===== config.mk =====
export PLATFORM = sky130hd
export DESIGN_NAME = cv32e40p_tmr_voter_seq_flat
export DESIGN_NICKNAME = d
export VERILOG_FILES = /design/src/rtl/cv32e40p_tmr_voter_seq_if.sv /design/src/rtl/cv32e40p_tmr_voter_seq.sv /design/src/flat_wrapper.sv
export SDC_FILE = /design/constraint.sdc
export NUM_CORES = 1
export LEC_CHECK = 0
export ABC_AREA = 1
export BUFFER_PORTS_ARGS = -buffer_cell sky130_fd_sc_hd__buf_4
export CELL_PAD_IN_SITES_DETAIL_PLACEMENT = 0
export CELL_PAD_IN_SITES_GLOBAL_PLACEMENT = 1
export CORE_ASPECT_RATIO = 0.6
export CORE_UTILIZATION = 33
export DETAILED_ROUTE_END_ITERATION = 12
export GPL_TIMING_DRIVEN = 1
export PLACE_DENSITY = 0.79
export SETUP_SLACK_MARGIN = 0.02
export SYNTH_ARGS = -nofsm -noshare
export SYNTH_HDL_FRONTEND = slang
export SYNTH_SLANG_ARGS = --single-unit

===== constraint.sdc =====
create_clock -name clk -period 2.9 [get_ports clk]
set_input_delay 0.29 -clock clk [delete_from_list [all_inputs] [get_ports clk]]
set_output_delay 0.29 -clock clk [all_outputs]
set_load 0.005 [all_outputs]

===== src/rtl/cv32e40p_tmr_voter_seq_if.sv =====
// Vote request/response bundle between triplicated stages, the voter and fault handling.
// Latency: pure wiring, no storage.
// Backpressure: none; the producer presents a vote whenever valid_i is high.
interface cv32e40p_tmr_voter_seq_if #(
    parameter int NBIT  = 32,
    parameter int CNT_W = 4
);
    logic                 valid_i;
    logic [NBIT-1:0]      data1_i;
    logic [NBIT-1:0]      data2_i;
    logic [NBIT-1:0]      data3_i;
    logic                 clear_i;
    logic                 valid_o;
    logic [NBIT-1:0]      dataout_o;
    logic                 error_detected_input_a;
    logic                 error_detected_input_b;
    logic                 error_detected_input_c;
    logic                 error_detected;
    logic                 uncorrectable_o;
    logic [2:0]           faulty_o;
    logic [1:0]           state_o;
    logic [3*CNT_W-1:0]   err_cnt_o;

    modport master (
        output valid_i, data1_i, data2_i, data3_i, clear_i,
        input  valid_o, dataout_o, error_detected_input_a, error_detected_input_b,
               error_detected_input_c, error_detected, uncorrectable_o,
               faulty_o, state_o, err_cnt_o
    );

    modport slave (
        input  valid_i, data1_i, data2_i, data3_i, clear_i,
        output valid_o, dataout_o, error_detected_input_a, error_detected_input_b,
               error_detected_input_c, error_detected, uncorrectable_o,
               faulty_o, state_o, err_cnt_o
    );
endinterface


===== src/rtl/cv32e40p_tmr_voter_seq.sv =====
// Registered bitwise TMR majority voter with per-replica quarantine and DMR/FAIL fallback.
// Latency: 1 cycle valid_i->valid_o; 2 cycles with CV32E40P_VOTER_PIPE_EN defined (input register stage).
// Backpressure: none; every valid vote is accepted and produces exactly one output.
module cv32e40p_tmr_voter_seq #(
    parameter int NBIT   = 32,
    parameter int CNT_W  = 4,
    parameter int THRESH = 4
) (
    input  logic                     clk,
    input  logic                     rst,
    cv32e40p_tmr_voter_seq_if.slave  bus
);

    typedef enum logic [1:0] {
        ST_TMR  = 2'b00,
        ST_DEG  = 2'b01,
        ST_FAIL = 2'b10
    } state_t;

    localparam logic [CNT_W-1:0] THR = CNT_W'(THRESH);

    // Vote stage inputs (either straight from the port or from the input register).
    logic            s_vld;
    logic [NBIT-1:0] d [3];

`ifdef CV32E40P_VOTER_PIPE_EN
    logic            p_vld;
    logic [NBIT-1:0] p_d [3];

    // Input register stage; data only loads on a vote to avoid useless toggling.
    always_ff @(posedge clk or posedge rst) begin
        if (rst) begin
            p_vld <= 1'b0;
            for (int i = 0; i < 3; i++) p_d[i] <= '0;
        end else begin
            p_vld <= bus.valid_i;
            if (bus.valid_i) begin
                p_d[0] <= bus.data1_i;
                p_d[1] <= bus.data2_i;
                p_d[2] <= bus.data3_i;
            end
        end
    end

    assign s_vld = p_vld;
    assign d[0]  = p_d[0];
    assign d[1]  = p_d[1];
    assign d[2]  = p_d[2];
`else
    assign s_vld = bus.valid_i;
    assign d[0]  = bus.data1_i;
    assign d[1]  = bus.data2_i;
    assign d[2]  = bus.data3_i;
`endif

    state_t           state_q, state_nxt;
    logic [2:0]       faulty_q;
    logic [CNT_W-1:0] cnt_q   [3];
    logic [CNT_W-1:0] cnt_nxt [3];

    logic [NBIT-1:0]  maj, sel, vote;
    logic [2:0]       mis_maj, mis_sel, flg, inc, hit;
    logic             unc;
    logic [1:0]       n_hit;

    // Vote result, flags and counter/state next values for the current vote.
    always_comb begin
        maj = (d[0] & d[1]) | (d[1] & d[2]) | (d[0] & d[2]);
        // Lowest-index replica still trusted; replica A when every replica is quarantined.
        sel = !faulty_q[0] ? d[0] : !faulty_q[1] ? d[1] : !faulty_q[2] ? d[2] : d[0];
        for (int i = 0; i < 3; i++) begin
            mis_maj[i] = (d[i] != maj);
            mis_sel[i] = (d[i] != sel);
        end

        vote = maj;
        flg  = '0;
        unc  = 1'b0;
        inc  = '0;
        case (state_q)
            ST_TMR: begin
                flg = mis_maj;
                inc = mis_maj;
            end
            ST_DEG: begin
                vote = sel;
                // Two healthy replicas left: any disagreement cannot be attributed.
                if (|(mis_sel & ~faulty_q)) begin
                    flg = ~faulty_q;
                    unc = 1'b1;
                    inc = ~faulty_q;
                end
            end
            ST_FAIL: begin
                vote = sel;
                flg  = mis_sel;
                unc  = 1'b1;
            end
            default: ;
        endcase

        for (int i = 0; i < 3; i++) begin
            cnt_nxt[i] = cnt_q[i];
            hit[i]     = 1'b0;
            if (inc[i] && !faulty_q[i] && (cnt_q[i] != THR)) begin
                cnt_nxt[i] = cnt_q[i] + CNT_W'(1);
                hit[i]     = (cnt_q[i] + CNT_W'(1)) == THR;
            end
        end
        n_hit = {1'b0, hit[0]} + {1'b0, hit[1]} + {1'b0, hit[2]};

        state_nxt = state_q;
        case (state_q)
            ST_TMR: begin
                if (n_hit >= 2'd2)      state_nxt = ST_FAIL;
                else if (n_hit == 2'd1) state_nxt = ST_DEG;
            end
            ST_DEG:  if (|hit) state_nxt = ST_FAIL;
            default: ;
        endcase
    end

    // Health FSM, counters and quarantine mask; clear overrides any same-cycle vote update.
    always_ff @(posedge clk or posedge rst) begin
        if (rst) begin
            state_q  <= ST_TMR;
            faulty_q <= '0;
            for (int i = 0; i < 3; i++) cnt_q[i] <= '0;
        end else if (bus.clear_i) begin
            state_q  <= ST_TMR;
            faulty_q <= '0;
            for (int i = 0; i < 3; i++) cnt_q[i] <= '0;
        end else if (s_vld) begin
            state_q  <= state_nxt;
            faulty_q <= faulty_q | hit;
            for (int i = 0; i < 3; i++) cnt_q[i] <= cnt_nxt[i];
        end
    end

    logic            valid_q, unc_q, err_q;
    logic [NBIT-1:0] dout_q;
    logic [2:0]      flg_q;

    // Output register: data holds between votes, flags only live alongside valid_o.
    always_ff @(posedge clk or posedge rst) begin
        if (rst) begin
            valid_q <= 1'b0;
            dout_q  <= '0;
            flg_q   <= '0;
            err_q   <= 1'b0;
            unc_q   <= 1'b0;
        end else begin
            valid_q <= s_vld;
            if (s_vld) begin
                dout_q <= vote;
                flg_q  <= flg;
                err_q  <= |flg;
                unc_q  <= unc;
            end else begin
                flg_q  <= '0;
                err_q  <= 1'b0;
                unc_q  <= 1'b0;
            end
        end
    end

    assign bus.valid_o                = valid_q;
    assign bus.dataout_o              = dout_q;
    assign bus.error_detected_input_a = flg_q[0];
    assign bus.error_detected_input_b = flg_q[1];
    assign bus.error_detected_input_c = flg_q[2];
    assign bus.error_detected         = err_q;
    assign bus.uncorrectable_o        = unc_q;
    assign bus.faulty_o               = faulty_q;
    assign bus.state_o                = state_q;
    assign bus.err_cnt_o              = {cnt_q[2], cnt_q[1], cnt_q[0]};

endmodule


===== src/flat_wrapper.sv =====
// flat-port wrapper written by rule: the top's interface ports become plain ports
module cv32e40p_tmr_voter_seq_flat 
#(
    parameter int NBIT   = 32,
    parameter int CNT_W  = 4,
    parameter int THRESH = 4
)
  (clk, rst, bus_valid_i, bus_data1_i, bus_data2_i, bus_data3_i, bus_clear_i, bus_valid_o, bus_dataout_o, bus_error_detected_input_a, bus_error_detected_input_b, bus_error_detected_input_c, bus_error_detected, bus_uncorrectable_o, bus_faulty_o, bus_state_o, bus_err_cnt_o);
  cv32e40p_tmr_voter_seq_if #(.NBIT(NBIT), .CNT_W(CNT_W)) bus_i ();
  input  logic clk;
  input  logic rst;
  input wire logic [$bits(bus_i.valid_i)-1:0] bus_valid_i;
  input wire logic [$bits(bus_i.data1_i)-1:0] bus_data1_i;
  input wire logic [$bits(bus_i.data2_i)-1:0] bus_data2_i;
  input wire logic [$bits(bus_i.data3_i)-1:0] bus_data3_i;
  input wire logic [$bits(bus_i.clear_i)-1:0] bus_clear_i;
  output wire logic [$bits(bus_i.valid_o)-1:0] bus_valid_o;
  output wire logic [$bits(bus_i.dataout_o)-1:0] bus_dataout_o;
  output wire logic [$bits(bus_i.error_detected_input_a)-1:0] bus_error_detected_input_a;
  output wire logic [$bits(bus_i.error_detected_input_b)-1:0] bus_error_detected_input_b;
  output wire logic [$bits(bus_i.error_detected_input_c)-1:0] bus_error_detected_input_c;
  output wire logic [$bits(bus_i.error_detected)-1:0] bus_error_detected;
  output wire logic [$bits(bus_i.uncorrectable_o)-1:0] bus_uncorrectable_o;
  output wire logic [$bits(bus_i.faulty_o)-1:0] bus_faulty_o;
  output wire logic [$bits(bus_i.state_o)-1:0] bus_state_o;
  output wire logic [$bits(bus_i.err_cnt_o)-1:0] bus_err_cnt_o;
  assign bus_i.valid_i = bus_valid_i;
  assign bus_i.data1_i = bus_data1_i;
  assign bus_i.data2_i = bus_data2_i;
  assign bus_i.data3_i = bus_data3_i;
  assign bus_i.clear_i = bus_clear_i;
  assign bus_valid_o = bus_i.valid_o;
  assign bus_dataout_o = bus_i.dataout_o;
  assign bus_error_detected_input_a = bus_i.error_detected_input_a;
  assign bus_error_detected_input_b = bus_i.error_detected_input_b;
  assign bus_error_detected_input_c = bus_i.error_detected_input_c;
  assign bus_error_detected = bus_i.error_detected;
  assign bus_uncorrectable_o = bus_i.uncorrectable_o;
  assign bus_faulty_o = bus_i.faulty_o;
  assign bus_state_o = bus_i.state_o;
  assign bus_err_cnt_o = bus_i.err_cnt_o;
  cv32e40p_tmr_voter_seq #(.NBIT(NBIT), .CNT_W(CNT_W), .THRESH(THRESH)) u_core (.clk(clk), .rst(rst), .bus(bus_i));
endmodule

==> Word level (Yosys, flattened, before mapping) <==
Index checks and enable logic that the tools add are counted.
{ "word_totals": {"register_bits": 55, "output_inout_bits": 55, "wordCells": 92} }
{ "classes": {"addsub": 5, "magnitude_cmp": 1, "eq_ne": 17, "n_mux": 28, "bitwise": 8, "reduce_logical": 23} }
{ "op_table": {"columns": ["operator", "n"], "rows": [
  ["!= test 32 bit", 6],
  ["2-to-1 mux 32 bit", 4],
  ["AND 32 bit", 3],
  ["bitwise OR 32 bit", 2],
  ["2-to-1 mux 12 bit", 2],
  ["adder 4 x 1 -> 4 bit (second input constant)", 3],
  ["== test 4 x 3 -> 1 bit (second input constant)", 3],
  ["2-to-1 mux 3 bit", 4],
  ["2-to-1 mux 4 bit", 3],
  ["!= test 4 x 3 -> 1 bit (second input constant)", 3],
  ["2-to-1 mux 2 bit", 5],
  ["one-hot mux 3 bit (3 select lines)", 1],
  ["OR reduction 3 bit", 3],
  ["nonzero test 2 bit", 4],
  ["logical AND 1 bit", 6],
  ["2-to-1 mux 1 bit", 6],
  ["one-hot mux 3 bit (2 select lines)", 1],
  ["AND reduction 2 bit", 3],
  ["== test 2 x 1 -> 1 bit (second input constant)", 2],
  ["!= test 4 x 2 -> 1 bit (second input constant)", 1],
  ["one-hot mux 2 bit (2 select lines)", 1],
  ["AND reduction 4 bit", 1],
  ["AND 3 bit", 1],
  ["logical NOT 1 bit", 3],
  ["other kinds (11)", 11]
]} }

==> Depth between registers and ports, before layout <==
{ "depth": {"word_depth": 19, "mapped_depth": 27, "depth_no_buf": 25} }

==> Worst setup path after synthesis <==
Ideal clock, no wire load.
{ "synth_path": {"path_type": "flip-flop to flip-flop", "from": "register u_core.faulty_q[2] (netlist: u_core.bus.faulty_o[2])", "to": "register u_core.state_q[0] (netlist: u_core.bus.state_o[0])", "arrival_ns": 2.944, "setup_slack_ns": -0.161, "path_stages_with_launch": 27, "n_path_buf": 2, "synth_period_minus_slack_ns": 3.061, "path_cell_list": "dfrtp_1 buf_6 inv_4 buf_6 nand2_1 nand3_1 nand2_1 nand2_2 nand2_1 nand2_1 nand2_1 nor2_1 nand2_1 nor2_1 nand2_1 nand2_2 nand2_4 nand3_2 nand2_2 nand3_2 inv_1 fa_1 nor3b_1 o31ai_1 o21ai_2 nand2_1 nand2_1"} }
{ "synth_between": {"elab_chain_cells": 18, "word_cells_on_any_way": 33, "cone_classes": "add/sub: 2; order compare: 1; eq/ne: 6; mux: 12; bitwise: 2; reduce/logical: 10"} }
{ "synth_rtl": {"columns": ["item", "line_no", "text"], "rows": [
  ["start: declaration", "cv32e40p_tmr_voter_seq.sv:57", "logic [2:0] faulty_q;"],
  ["start signal: assignment", "cv32e40p_tmr_voter_seq.sv:135", "faulty_q <= faulty_q | hit;"],
  ["2-to-1 mux 32 bit (3 in series)", "cv32e40p_tmr_voter_seq.sv:70", "sel = !faulty_q[0] ? d[0] : !faulty_q[1] ? d[1] : !faulty_q[2] ? d[2] : d[0];"],
  ["!= test 32 bit", "cv32e40p_tmr_voter_seq.sv:73", "mis_sel[i] = (d[i] != sel);"],
  ["AND 3 bit", "cv32e40p_tmr_voter_seq.sv:88", "if (|(mis_sel & ~faulty_q)) begin"],
  ["OR reduction 3 bit", "cv32e40p_tmr_voter_seq.sv:88", null],
  ["2-to-1 mux 3 bit", "cv32e40p_tmr_voter_seq.sv:88", null],
  ["one-hot mux 3 bit (2 select lines)", "cv32e40p_tmr_voter_seq.sv:80", "case (state_q)"],
  ["logical AND 1 bit (2 in series)", "cv32e40p_tmr_voter_seq.sv:105", "if (inc[i] && !faulty_q[i] && (cnt_q[i] != THR)) begin"],
  ["2-to-1 mux 1 bit", "cv32e40p_tmr_voter_seq.sv:105", null],
  ["adder 1 x 1 -> 2 bit", "cv32e40p_tmr_voter_seq.sv:110", "n_hit = {1'b0, hit[0]} + {1'b0, hit[1]} + {1'b0, hit[2]};"],
  ["adder 2 x 1 -> 2 bit", "cv32e40p_tmr_voter_seq.sv:110", null],
  [">= comparator 2 bit", "cv32e40p_tmr_voter_seq.sv:115", "if (n_hit >= 2'd2) state_nxt = ST_FAIL;"],
  ["2-to-1 mux 2 bit", "cv32e40p_tmr_voter_seq.sv:115", null],
  ["one-hot mux 2 bit (2 select lines)", "cv32e40p_tmr_voter_seq.sv:113", "case (state_q)"],
  ["2-to-1 mux 2 bit", "cv32e40p_tmr_voter_seq.sv:133", "end else if (s_vld) begin"],
  ["2-to-1 mux 2 bit", "cv32e40p_tmr_voter_seq.sv:129", "end else if (bus.clear_i) begin"],
  ["end signal: assignment", "cv32e40p_tmr_voter_seq.sv:134", "state_q <= state_nxt;"],
  ["end: declaration", "cv32e40p_tmr_voter_seq.sv:56", "state_t state_q, state_nxt;"]
]} }
Several ways; a longest one is shown, not always the timed one. The select of a mux whose other input is x is not followed.
A chain may end at the register's enable or synchronous reset.

==> Worst setup path in the final report <==
{ "layout_path": {"from": "register u_core.faulty_q[2] (netlist: u_core.bus.faulty_o[2])", "to": "register u_core.state_q[1] (netlist: u_core.bus.state_o[1])"} }
Same word-level chain as after synthesis.

==> results by group <==
Yosys
  – Syn_nets: 1386
  – Distinct cell type count after synthesis: 40
  – Yosys reg bits: 55
  – Post-synthesis cell area: 7270 sq um
  – Xor/xnor share of the synthesized area: 6.38%
  – Post-synthesis sequential area ratio: 18.9%
  – Ys Warns: 0
  – Largest family of logic cells by synthesized area: simple AND/OR/NAND/NOR gates
  – Synth Area in Simple Gates: 41.1%
  – Post-synthesis compound-gate area fraction: 19.5%
  – Adder-cell area share of the yosys netlist: 2.00%
  – Post-Synthesis Cells: 1275
  – Multiplexer share of the synthesized area: 0%
  – Avg Inst Size Synth: 5.70 sq um

Placement
  – IO Port Bufs: 154
  – Hpwl dp: 26400 microns
  – Placement Setup Slack: -0.485 ns
  – Gp weighted congestion: 0.961

Global route
  – Initial antenna violation count: 1
  – First-pass GRT wire length: 50800 microns
  – Overflow after GRT: 0
  – Number of global-route vias before repair: 9171
  – GRT Util Overall: 29.2%
  – Largest net degree at the start of global routing: 41

Worst setup path
  – CP startpoint: u_core.bus.faulty_o[2]
  – Slowest stage cell, crit path: fa_1
  – Crit path capture type: flip-flop
  – WP depth: 25
  – Worst path required time: 3.12 ns
  – Setup crit end: u_core.bus.state_o[1]
  – FF-to-FF path depth: 25
  – WS Path Type: reg2reg
  – CP top delay family: simple AND/OR/NAND/NOR gates
  – Crit-path max FO: 8
  – Reg-to-reg slack, setup: -0.49 ns
  – Crit path DAT: 3.61 ns
  – Element type at the critical path start: flip-flop
  – FF-to-FF End: u_core.bus.state_o[1]
  – Worst path bufs/invs: 4
  – Crit Reg-Reg Startpoint: u_core.bus.faulty_o[2]
  – Max incr delay on CP: 0.54 ns

Outcome
  – Violated checks: setup timing
  – Status: finished with violations

Timing
  – Worst-Margin Slew: 1.14 ns
  – RSZ-0062 raised after global routing: true
  – Final Skew: 0.00843 ns
  – Slew HR: 23.6%
  – Final number of hold-violating endpoints: 0
  – Final Slew Violations: 0
  – Hold WS: 0.259 ns
  – Fmax: 295 MHz
  – Fin crit share: 117%
  – Crit path time final: 3.39 ns
  – Final setup viols: 2
  – Worst Setup Slack, final: -0.489 ns

Power
  – Final Power: 0.00569 W
  – Clk pwr share: 13.9%
  – P_sw: 0.00258 W
  – Power per cell area: 476 nW/um^2
  – Worst VDD drop: 0.445 mV
  – Switch share: 45.3%
  – Comb power frac: 63.3%
  – Power Internal: 0.00311 W
  – Leakage power: 6.40 nW
  – Seq pwr share: 22.8%

Drt
  – Pre-Repair DR Iteration Count: 5
  – Initial DRC Count: 1015
  – Average routed wire per standard cell: 16.7 microns
  – Final ANT Viol Nets: 0
  – DRT Wirelength: 34400 microns
  – Residual DRC: 0
  – DR vias: 10400
  – Vias/cell: 5.08

CTS
  – Clock Sinks: 55
  – Clock buffer depth: 2
  – H-tree depth: 2
  – Root buf cell: clkbuf_16
  – Clk_lat worst skew: 0.33 ns
  – Worst-path clk slew: 0.09 ns
  – CTS tree: yes
  – Num CTS Buffers: 5
  – Post-cts hold buffer count: 0

Die
  – Die area: 22600 sq um
  – Initial core utilization: 34.2%
  – Die height: 117 microns
  – Die Width: 194 microns
  – # IOs: 155
  – Row count: 41
  – Core box area: 21300 sq um

Final layout
  – Ant diodes: 0
  – Layout cell share with drive strength beyond 1: 38.5%
  – Fillers: 2095
  – Syn-to-layout area delta: 64.4%
  – Register area: 1380 sq um
  – Multi-input combinational cell area: 5300 sq um
  – Post-layout net count: 1884

Job
  – Max-Cap Viols: 0

Worst hold path
  – Worst hold path type: in2async
state kept, by name, summed over array words and instances, names as in the netlist:
name and count:
u_core.bus.dataout_o 32, u_core.bus.err_cnt_o 12, u_core.bus.error_detected 1, u_core.bus.faulty_o 3, u_core.bus.state_o 2, u_core.bus.uncorrectable_o 1, u_core.bus.valid_o 1, u_core.flg_q 3
worst register-to-register path: cells and delay by family (launching register included):
family | cells | cell delay, ns
buf+inv | 4 | 0.42
flops | 1 | 0.49
simple gates | 18 | 1.42
fa+ha+maj | 1 | 0.54
compound gates | 2 | 0.41
worst min path at each step:
stage	startpoint	end	slack, ns	cells past startpoint
after floorplan	bus_valid_i	u_core.bus.valid_o	0.32	0
after global placement	u_core.bus.dataout_o[8]	u_core.bus.dataout_o[8]	0.47	2
after detailed placement	u_core.bus.dataout_o[8]	u_core.bus.dataout_o[8]	0.48	2
after CTS	bus_clear_i	u_core.bus.err_cnt_o[3]	0.24	2
after global routing	bus_clear_i	u_core.bus.err_cnt_o[3]	0.26	2
final	rst	u_core.bus.dataout_o[12]	0.26	2
repair_timing:
action | 4_1_cts | 5_1_grt
gates cloned | 1 | 3
endpoints found under the setup margin | 4 | 14
buffers inserted | 11 | 15
gates resized for setup | 22 | 72
pin swaps | 3 | 38
cells in the final DEF, fill, tap and decap left out, types with 2 or more instances in the layout:
cell type | netlist | routed
clkbuf_16 | 0 | 7
a21oi_1 | 36 | 35
clkinv_4 | 0 | 2
inv_1 | 151 | 148
o22a_1 | 15 | 15
nor4_2 | 0 | 5
o21ai_1 | 3 | 6
nand4_1 | 21 | 21
nor2_1 | 82 | 67
nand2_1 | 423 | 383
nor4_1 | 12 | 7
a31oi_1 | 3 | 3
ha_1 | 10 | 10
nand2_2 | 28 | 65
nor3_1 | 4 | 4
buf_4 | 2 | 513
nand3_2 | 7 | 17
clkinv_1 | 2 | 2
inv_2 | 15 | 18
buf_12 | 0 | 8
buf_6 | 10 | 3
nor2_4 | 4 | 10
a211oi_1 | 3 | 3
xor2_1 | 52 | 52
nand2_4 | 1 | 4
o22ai_1 | 8 | 8
dfrtp_1 | 55 | 53
nor2_2 | 2 | 11
o21ai_0 | 172 | 169
o21ai_2 | 2 | 2
dfrtp_2 | 0 | 2
a21oi_2 | 9 | 10
nand3_1 | 108 | 98
cells in the mapped netlist (all sizes together):
| cell type | count | area share [%] |
|---|---|---|
| nand2 | 452 | 24 |
| o21ai | 177 | 12 |
| inv | 168 | 8.7 |
| nand3 | 115 | 8.4 |
| nor2 | 88 | 5.0 |
| dfrtp | 55 | 19 |
| xor2 | 52 | 6.3 |
| a21oi | 45 | 3.6 |
| buf | 21 | 2.4 |
| nand4 | 21 | 1.8 |
| clkbuf | 15 | 0.77 |
| o22a | 15 | 1.8 |
| nor4 | 12 | 1.0 |
| ha | 10 | 1.7 |
| o22ai | 9 | 0.86 |
| nor3 | 4 | 0.28 |
| a211oi | 3 | 0.31 |
| a31oi | 3 | 0.26 |
| clkinv | 2 | 0.10 |
| a221oi | 1 | 0.12 |
| a311oi | 1 | 0.12 |
| fa | 1 | 0.28 |
| nand3b | 1 | 0.10 |
| nor3b | 1 | 0.10 |
| o2111ai | 1 | 0.12 |
| o31ai | 1 | 0.10 |
| xnor2 | 1 | 0.12 |
routing by layer:
layer | up-vias | global-route usage (%) | wire [microns]
met5 | - | 0 | 0
met3 | 52 | 4.21 | 3280
met4 | 0 | 6.45 | 619
met1 | 4735 | 44.9 | 16800
li1 | 5153 | - | -
met2 | 493 | 42.1 | 13700
final cells by class:
| class | count | area share [%] |
|---|---|---|
| inverter | 170 | 5.44 |
| clock buffer | 5 | 1.05 |
| tap | 279 | 2.92 |
| sequential | 55 | 11.5 |
| multi-input combinational | 1014 | 44.3 |
| clock inverter | 3 | 0.398 |
| timing repair buffer | 527 | 34.4 |
power by group through the flow:
| stage | Sequential [W] | Clock (W) | Combinational (W) |
|---|---|---|---|
| 6_report | 0.00130 | 0.000793 | 0.00360 |
| 3_5_place_dp | 0.00130 | 0 | 0.00343 |
| 3_3_place_gp | 0.00129 | 0 | 0.00339 |
| 5_1_grt | 0.00132 | 0.000829 | 0.00391 |
| 4_1_cts | 0.00129 | 0.000814 | 0.00349 |
| 2_1_floorplan | 0.00127 | 0 | 0.00160 |
kinds of logic after synthesis:
kind of cell,Yosys count
AND/OR/NAND/NOR,694
XOR/XNOR,53
flip-flops,55
buffers and inverters,206
AO/OA/AOI/OAI,256
adder cells (fa/ha/maj),11
stage by stage:
stage          util [%]  instance area [sq um]  cells  setup TNS, ns
3_5_place_dp       52.8                  11200   2017         -0.961
4_1_cts            54.5                  11600   2037         -0.865
3_3_place_gp       52.8                  11200   2017         -0.954
2_1_floorplan         -                   7280   1275         -0.106
5_1_grt            56.2                  12000   2053          -1.34
6_report           56.2                  12000   2053         -0.968
Note: power is estimated with default switching activity, not from simulation.
